### src/rtl/trng_ctrl_pkg.sv
// Shared state encoding and default sizing for the TRNG sequencing controller.
package trng_ctrl_pkg;

   typedef enum logic [2:0] {
      ST_IDLE    = 3'd0,
      ST_WARMUP  = 3'd1,
      ST_COLLECT = 3'd2,
      ST_HOLD    = 3'd3,
      ST_FAIL    = 3'd4
   } trng_ctrl_state_e;

   localparam int DEF_WARMUP_CYCLES = 256;
   localparam int DEF_WORD_W        = 32;
   localparam int DEF_REP_LIMIT     = 32;

endpackage

### src/rtl/trng_vn_debias.sv
// Von Neumann pair debiaser: strobes the first bit of each unequal pair.
// Output is combinational on the odd-phase sample; no backpressure, caller gates i_sample.
module trng_vn_debias (
   input  logic clk,
   input  logic rst_n,
   input  logic i_sample,
   input  logic i_clear,
   input  logic i_bit,
   output logic o_acc_vld,
   output logic o_acc_bit
);

   logic r_phase;
   logic r_a;

   always_ff @(posedge clk or negedge rst_n) begin
      if (!rst_n) begin
         r_phase <= 1'b0;
         r_a     <= 1'b0;
      end else if (i_clear) begin
         r_phase <= 1'b0;
         r_a     <= 1'b0;
      end else if (i_sample) begin
         if (!r_phase) begin
            r_a <= i_bit;
         end
         r_phase <= ~r_phase;
      end
   end

   assign o_acc_vld = i_sample && !i_clear && r_phase && (r_a != i_bit);
   assign o_acc_bit = r_a;

endmodule

### src/rtl/trng_ctrl.sv
// TRNG sequencer: warm-up, debiased collection with repetition health test, word hand-off.
// Word ready 2*WORD_W samples after collection starts; HOLD freezes sampling until valid&&ready.
module trng_ctrl
   import trng_ctrl_pkg::*;
#(
   parameter int WARMUP_CYCLES = DEF_WARMUP_CYCLES,
   parameter int WORD_W        = DEF_WORD_W,
   parameter int REP_LIMIT     = DEF_REP_LIMIT
) (
   input  logic              clk,
   input  logic              rst_n,
   input  logic              enable_i,
   output logic              trng_en_o,
   input  logic              trng_bit_i,
   output logic [WORD_W-1:0] data_o,
   output logic              valid_o,
   input  logic              ready_i,
   output logic              error_o,
   output logic              busy_o
);

   localparam int WU_W = $clog2(WARMUP_CYCLES + 1);
   localparam int BC_W = $clog2(WORD_W + 1);
   localparam int RP_W = $clog2(REP_LIMIT + 1);

   trng_ctrl_state_e r_state, w_state_nxt;

   logic [WU_W-1:0]   r_wu_cnt;
   logic [BC_W-1:0]   r_bit_cnt;
   logic [RP_W-1:0]   r_rep_cnt;
   logic              r_last_bit;
   logic [WORD_W-1:0] r_shreg;
   logic [WORD_W-1:0] r_data;
   logic              r_valid;
   logic              r_error;
   logic              r_trng_en;
   logic              r_busy;

   logic              w_sample;
   logic              w_clear;
   logic              w_acc_vld;
   logic              w_acc_bit;
   logic              w_xfer;
   logic              w_rep_same;
   logic              w_rep_hit;
   logic [RP_W-1:0]   w_rep_nxt;
   logic              w_word_done;
   logic [WORD_W-1:0] w_shreg_nxt;

   assign w_sample    = (r_state == ST_COLLECT);
   assign w_clear     = (r_state != ST_COLLECT);
   assign w_xfer      = r_valid && ready_i;
   assign w_shreg_nxt = {r_shreg[WORD_W-2:0], w_acc_bit};
   assign w_word_done = w_acc_vld && (r_bit_cnt == BC_W'(WORD_W - 1));

   // Run length of identical raw samples; a zero count means no sample seen yet.
   assign w_rep_same = (r_rep_cnt != '0) && (trng_bit_i == r_last_bit);
   assign w_rep_nxt  = !w_rep_same                    ? RP_W'(1) :
                       (r_rep_cnt == RP_W'(REP_LIMIT)) ? r_rep_cnt :
                                                         r_rep_cnt + RP_W'(1);
   assign w_rep_hit  = w_sample && w_rep_same && (r_rep_cnt >= RP_W'(REP_LIMIT - 1));

   trng_vn_debias u_debias (
      .clk       (clk),
      .rst_n     (rst_n),
      .i_sample  (w_sample),
      .i_clear   (w_clear),
      .i_bit     (trng_bit_i),
      .o_acc_vld (w_acc_vld),
      .o_acc_bit (w_acc_bit)
   );

   always_comb begin
      w_state_nxt = r_state;
      case (r_state)
         ST_IDLE:    if (enable_i) w_state_nxt = ST_WARMUP;
         ST_WARMUP:  if (r_wu_cnt == WU_W'(1)) w_state_nxt = ST_COLLECT;
         ST_COLLECT: begin
            if (w_rep_hit)        w_state_nxt = ST_FAIL;
            else if (w_word_done) w_state_nxt = ST_HOLD;
         end
         ST_HOLD:    if (w_xfer) w_state_nxt = ST_COLLECT;
         ST_FAIL:    w_state_nxt = ST_FAIL;
         default:    w_state_nxt = ST_IDLE;
      endcase
      if (!enable_i) begin
         w_state_nxt = ST_IDLE;
      end
   end

   always_ff @(posedge clk or negedge rst_n) begin
      if (!rst_n) begin
         r_state <= ST_IDLE;
      end else begin
         r_state <= w_state_nxt;
      end
   end

   // Outputs are flopped from the next state so nothing reaches a port combinationally.
   always_ff @(posedge clk or negedge rst_n) begin
      if (!rst_n) begin
         r_trng_en <= 1'b0;
         r_valid   <= 1'b0;
         r_error   <= 1'b0;
         r_busy    <= 1'b0;
         r_data    <= '0;
      end else begin
         r_trng_en <= (w_state_nxt == ST_WARMUP) || (w_state_nxt == ST_COLLECT) ||
                      (w_state_nxt == ST_HOLD);
         r_valid   <= (w_state_nxt == ST_HOLD);
         r_error   <= (w_state_nxt == ST_FAIL);
         r_busy    <= (w_state_nxt != ST_IDLE);
         if (r_state == ST_COLLECT && w_state_nxt == ST_HOLD) begin
            r_data <= w_shreg_nxt;
         end
      end
   end

   always_ff @(posedge clk or negedge rst_n) begin
      if (!rst_n) begin
         r_wu_cnt   <= '0;
         r_bit_cnt  <= '0;
         r_shreg    <= '0;
         r_rep_cnt  <= '0;
         r_last_bit <= 1'b0;
      end else begin
         if (r_state == ST_IDLE) begin
            r_wu_cnt <= WU_W'(WARMUP_CYCLES);
         end else if (r_state == ST_WARMUP && r_wu_cnt != '0) begin
            r_wu_cnt <= r_wu_cnt - WU_W'(1);
         end

         if (r_state == ST_IDLE || w_xfer) begin
            r_bit_cnt <= '0;
            r_shreg   <= '0;
         end else if (w_acc_vld) begin
            r_bit_cnt <= r_bit_cnt + BC_W'(1);
            r_shreg   <= w_shreg_nxt;
         end

         if (r_state == ST_IDLE || r_state == ST_WARMUP) begin
            r_rep_cnt  <= '0;
            r_last_bit <= 1'b0;
         end else if (w_sample) begin
            r_rep_cnt  <= w_rep_nxt;
            r_last_bit <= trng_bit_i;
         end
      end
   end

   assign trng_en_o = r_trng_en;
   assign data_o    = r_data;
   assign valid_o   = r_valid;
   assign error_o   = r_error;
   assign busy_o    = r_busy;

endmodule

### config.mk
export PLATFORM = sky130hd
export DESIGN_NAME = trng_ctrl
export DESIGN_NICKNAME = d
export VERILOG_FILES = /design/src/rtl/trng_ctrl_pkg.sv /design/src/rtl/trng_vn_debias.sv /design/src/rtl/trng_ctrl.sv
export SDC_FILE = /design/constraint.sdc
export NUM_CORES = 1
export LEC_CHECK = 0
export CAP_MARGIN = 20
export CORE_UTILIZATION = 55
export CTS_BUF_LIST = sky130_fd_sc_hd__clkbuf_16
export CTS_CLUSTER_DIAMETER = 120
export CTS_CLUSTER_SIZE = 20
export DETAILED_ROUTE_END_ITERATION = 6
export PLACE_DENSITY = 0.75
export SLEW_MARGIN = 20
export SYNTH_ARGS = -nofsm -noshare
export SYNTH_HDL_FRONTEND = slang
export SYNTH_SLANG_ARGS = --single-unit
### constraint.sdc
create_clock -name clk -period 2.4 [get_ports clk]
set_input_delay 0.48 -clock clk [delete_from_list [all_inputs] [get_ports clk]]
set_output_delay 0.48 -clock clk [all_outputs]
set_load 0.005 [all_outputs]
==> flow_metrics.env <==
export IMPL_place_gp_congestion=0.865
export IMPL_clk_root_buffer_cell="clkbuf_16"
export IMPL_rows=31
export IMPL_synth_seq_cells=94
export IMPL_route_detailed_vias_per_inst=5.51
export IMPL_drive_gt1_share_pct=15.8
export IMPL_period_share_pct=87.6
export IMPL_postSynth_asyncResetShare_pct=100
export IMPL_yosys_cell_types_count=45
export IMPL_yosysWarnings=0
export IMPL_largest_fanout_on_the_critical_path=32
export IMPL_critPathRequiredTime_ps=2620
export IMPL_grt_antenna_before_repair=0
export IMPL_post_cts_repair_setup_buffers=0
export IMPL_cellPowerDensity_nw_per_um2=691
export IMPL_cts_root_to_sink_buffers=2
export IMPL_numCtsBuffers=9
export IMPL_clk_pin_slew_ps=70
export IMPL_floorplan_io_pins=41
export IMPL_die_area_um2=7820
export IMPL_final_setup_viol_count=0
export IMPL_critical_path_startpoint_type="flip-flop"
export IMPL_clk_insertion_delay_late_ps=330
export IMPL_global_route_usage_met1_pct=31.2
export IMPL_grt_max_degree=63
export IMPL_cts_tree="yes"
export IMPL_fin_crit_ps=2100
export IMPL_timing_clock_skew_ps=6.36
export IMPL_vias=2917
export IMPL_power_static_leakage_nw=2.26
export IMPL_run_status="finished clean"
export IMPL_first_global_vias=2733
export IMPL_place_detailed_hpwl_mm=5.16
export IMPL_drt_wl_total_mm=7.87
export IMPL_post_cts_resized=0
export IMPL_worst_pin_slew_ps=586
export IMPL_drv_cap=0
export IMPL_global_route_usage_met2_pct=33.7
export IMPL_dpl_cell_count=513
export IMPL_cts_sinks=94
export IMPL_irDropWorstVdd_mv=0.334
export IMPL_drt_pass1_iter_count=4
export IMPL_grt_setup_unrepaired="false"
export IMPL_syn_area_per_cell_um2=11.0
export IMPL_crit_type="flip-flop to flip-flop"
export IMPL_pwr_share_seq_pct=49.4
export IMPL_placed_cell_area_um2=4690
export IMPL_syn_inst=374
export IMPL_p_int_mw=2.58
export IMPL_edff_count_synth=0
export IMPL_chipHeight_um=88.4
export IMPL_drtIter0Drc=144
export IMPL_fin_nets=436
export IMPL_p_sw_share_pct=25.3
export IMPL_hold_buffers=0
export IMPL_drt_wirelength_per_cell_um=14.9
export IMPL_final_number_of_hold_violating_endpoints=0
export IMPL_grt_overflow_total=0
export IMPL_grt_met3_usage_pct=3.73
export IMPL_grt_pass1_wl_mm=12.9
export IMPL_grt_util_all_layers_pct=21.6
export IMPL_worst_setup_ep_type="flip-flop"
export IMPL_final_antenna_net_count=0
export IMPL_layout_cells_non_filler=529
export IMPL_fp_dieW_um=88.4
export IMPL_final_area_um2=5000
export IMPL_synth_area_um2=4110
export IMPL_combinationalPowerShare_pct=8.7
export IMPL_achievable_frequency_mhz=475
export IMPL_synth_top_flop_cell="dfrtp_1"
export IMPL_flow_area_growth_from_synthesis_pct=21.7
export IMPL_initial_core_util_pct=56.6
export IMPL_post_synthesis_net_count=385
export IMPL_net_switching_power_uw=873
export IMPL_placeableCoreArea_um2=7250
export IMPL_portBuffers=40
export IMPL_timing_setup_tns_ps=0
export IMPL_insertedDiodeCount=0
export IMPL_drc=0
export IMPL_clock_tree_htree_level_count=3
export IMPL_timing_slew_headroom_pct=60.6
export IMPL_min_delay_path_class="input pin to asynchronous set/reset pin"
export IMPL_report_final_slew_viol_count=0
export IMPL_synth_seq_area_share_pct=57.3
export IMPL_grt_busiest_layer="met2"
export IMPL_share_clk_of_total_power_pct=41.9
export IMPL_worst_endpoint_arrival_ps=2320
cells in the mapped netlist (6+ instances only):
master / number / share of area, %
mux2_2: 29 / 8.0
nand2_1: 77 / 7.0
or3_1: 7 / 1.1
ha_1: 6 / 1.8
clkbuf_1: 10 / 0.91
a21oi_1: 44 / 5.4
o21ai_0: 11 / 1.3
nand3_1: 6 / 0.73
dfrtp_1: 94 / 57
nor2_1: 15 / 1.4
final timing paths:
check | startpoint | to | slack [ps] | cells past startpoint
max reg2reg | r_rep_cnt[0] | data_o[11] | 300 | 6
min | rst_n | data_o[13] | 70 | 1
max | r_rep_cnt[0] | data_o[11] | 300 | 6
min reg2reg | u_debias.r_phase | u_debias.r_phase | 460 | 1
max in group asynchronous | rst_n | r_last_bit | 1670 | 2
min in group clk | u_debias.r_phase | u_debias.r_phase | 460 | 1
layout make-up:
| class | instances | area, um^2 |
|---|---|---|
| Sequential cell | 94 | 2350 |
| Clock buffer | 9 | 225 |
| Multi-Input combinational cell | 258 | 1640 |
| Tap cell | 99 | 124 |
| Timing Repair Buffer | 57 | 551 |
| Fill cell | 533 | 2250 |
| Inverter | 5 | 18.8 |
| Clock inverter | 7 | 83.8 |
placed cells by master (no fill, tap or decap), types with 5 or more instances in the layout:
master | Yosys | layout
buf_4 | 0 | 16
clkdlybuf4s50_1 | 0 | 39
a21oi_1 | 44 | 44
or3_1 | 7 | 7
o21ai_0 | 11 | 11
inv_1 | 5 | 5
and2_1 | 5 | 5
nor2_1 | 15 | 15
mux2_2 | 29 | 29
nand3_1 | 6 | 6
nand2b_1 | 5 | 5
nand2_1 | 77 | 77
clkbuf_16 | 0 | 9
ha_1 | 6 | 6
dfrtp_1 | 94 | 94
mux2i_1 | 5 | 5
power by group through the flow:
stage / logic, mW / clock network, mW / registers, mW
detailed placement: 0.305 / 0 / 1.73
global route: 0.340 / 1.54 / 1.72
global placement: 0.289 / 0 / 1.73
finish: 0.302 / 1.45 / 1.71
CTS: 0.304 / 1.46 / 1.70
floorplan: 0.212 / 0 / 1.72
state kept, by name, summed over array words and instances, names as in the netlist:
signal and count:
r_shreg 31, r_rep_cnt 6, error_o 1, busy_o 1, r_state 3, r_last_bit 1
r_bit_cnt 6, u_debias.r_phase 1, r_wu_cnt 9, u_debias.o_acc_bit 1, valid_o 1, data_o 32
trng_en_o 1
routing by layer:
layer / wire [um] / part of all wire (%)
met1: 3720 / 47
met2: 3850 / 49
met3: 231 / 2.9
met4: 72 / 0.92
met5: 0 / 0
cells by family (layout without fill, tap and decap cells):
group	count (synthesis)	count (layout)	synth area share, %
simple gates	138	138	16.4
fa+ha+maj	6	6	1.83
flops	94	94	57.3
mux	37	37	9.99
compound gates	70	70	10.3
buf+inv	22	78	2.68
xor+xnor	7	7	1.49
metrics by stage:
step	total power, mW	hold slack [ps]	worst slack, ps	util, %
finish	3.45	73.9	297	68.9
global route	3.60	107	190	68.9
floorplan	1.93	184	416	-
CTS	3.47	90.7	287	68.9
global placement	2.02	444	56.2	64.7
detailed placement	2.04	445	-8.65	64.7
critical path, cell delays in order (launching register included):
cell	delay, ps
dfrtp_1	430
ha_1	280
a41oi_1	240
nor2b_1	110
nor4_4	310
buf_12	250
mux2_2	350
Note: power is estimated with default switching activity, not from simulation.
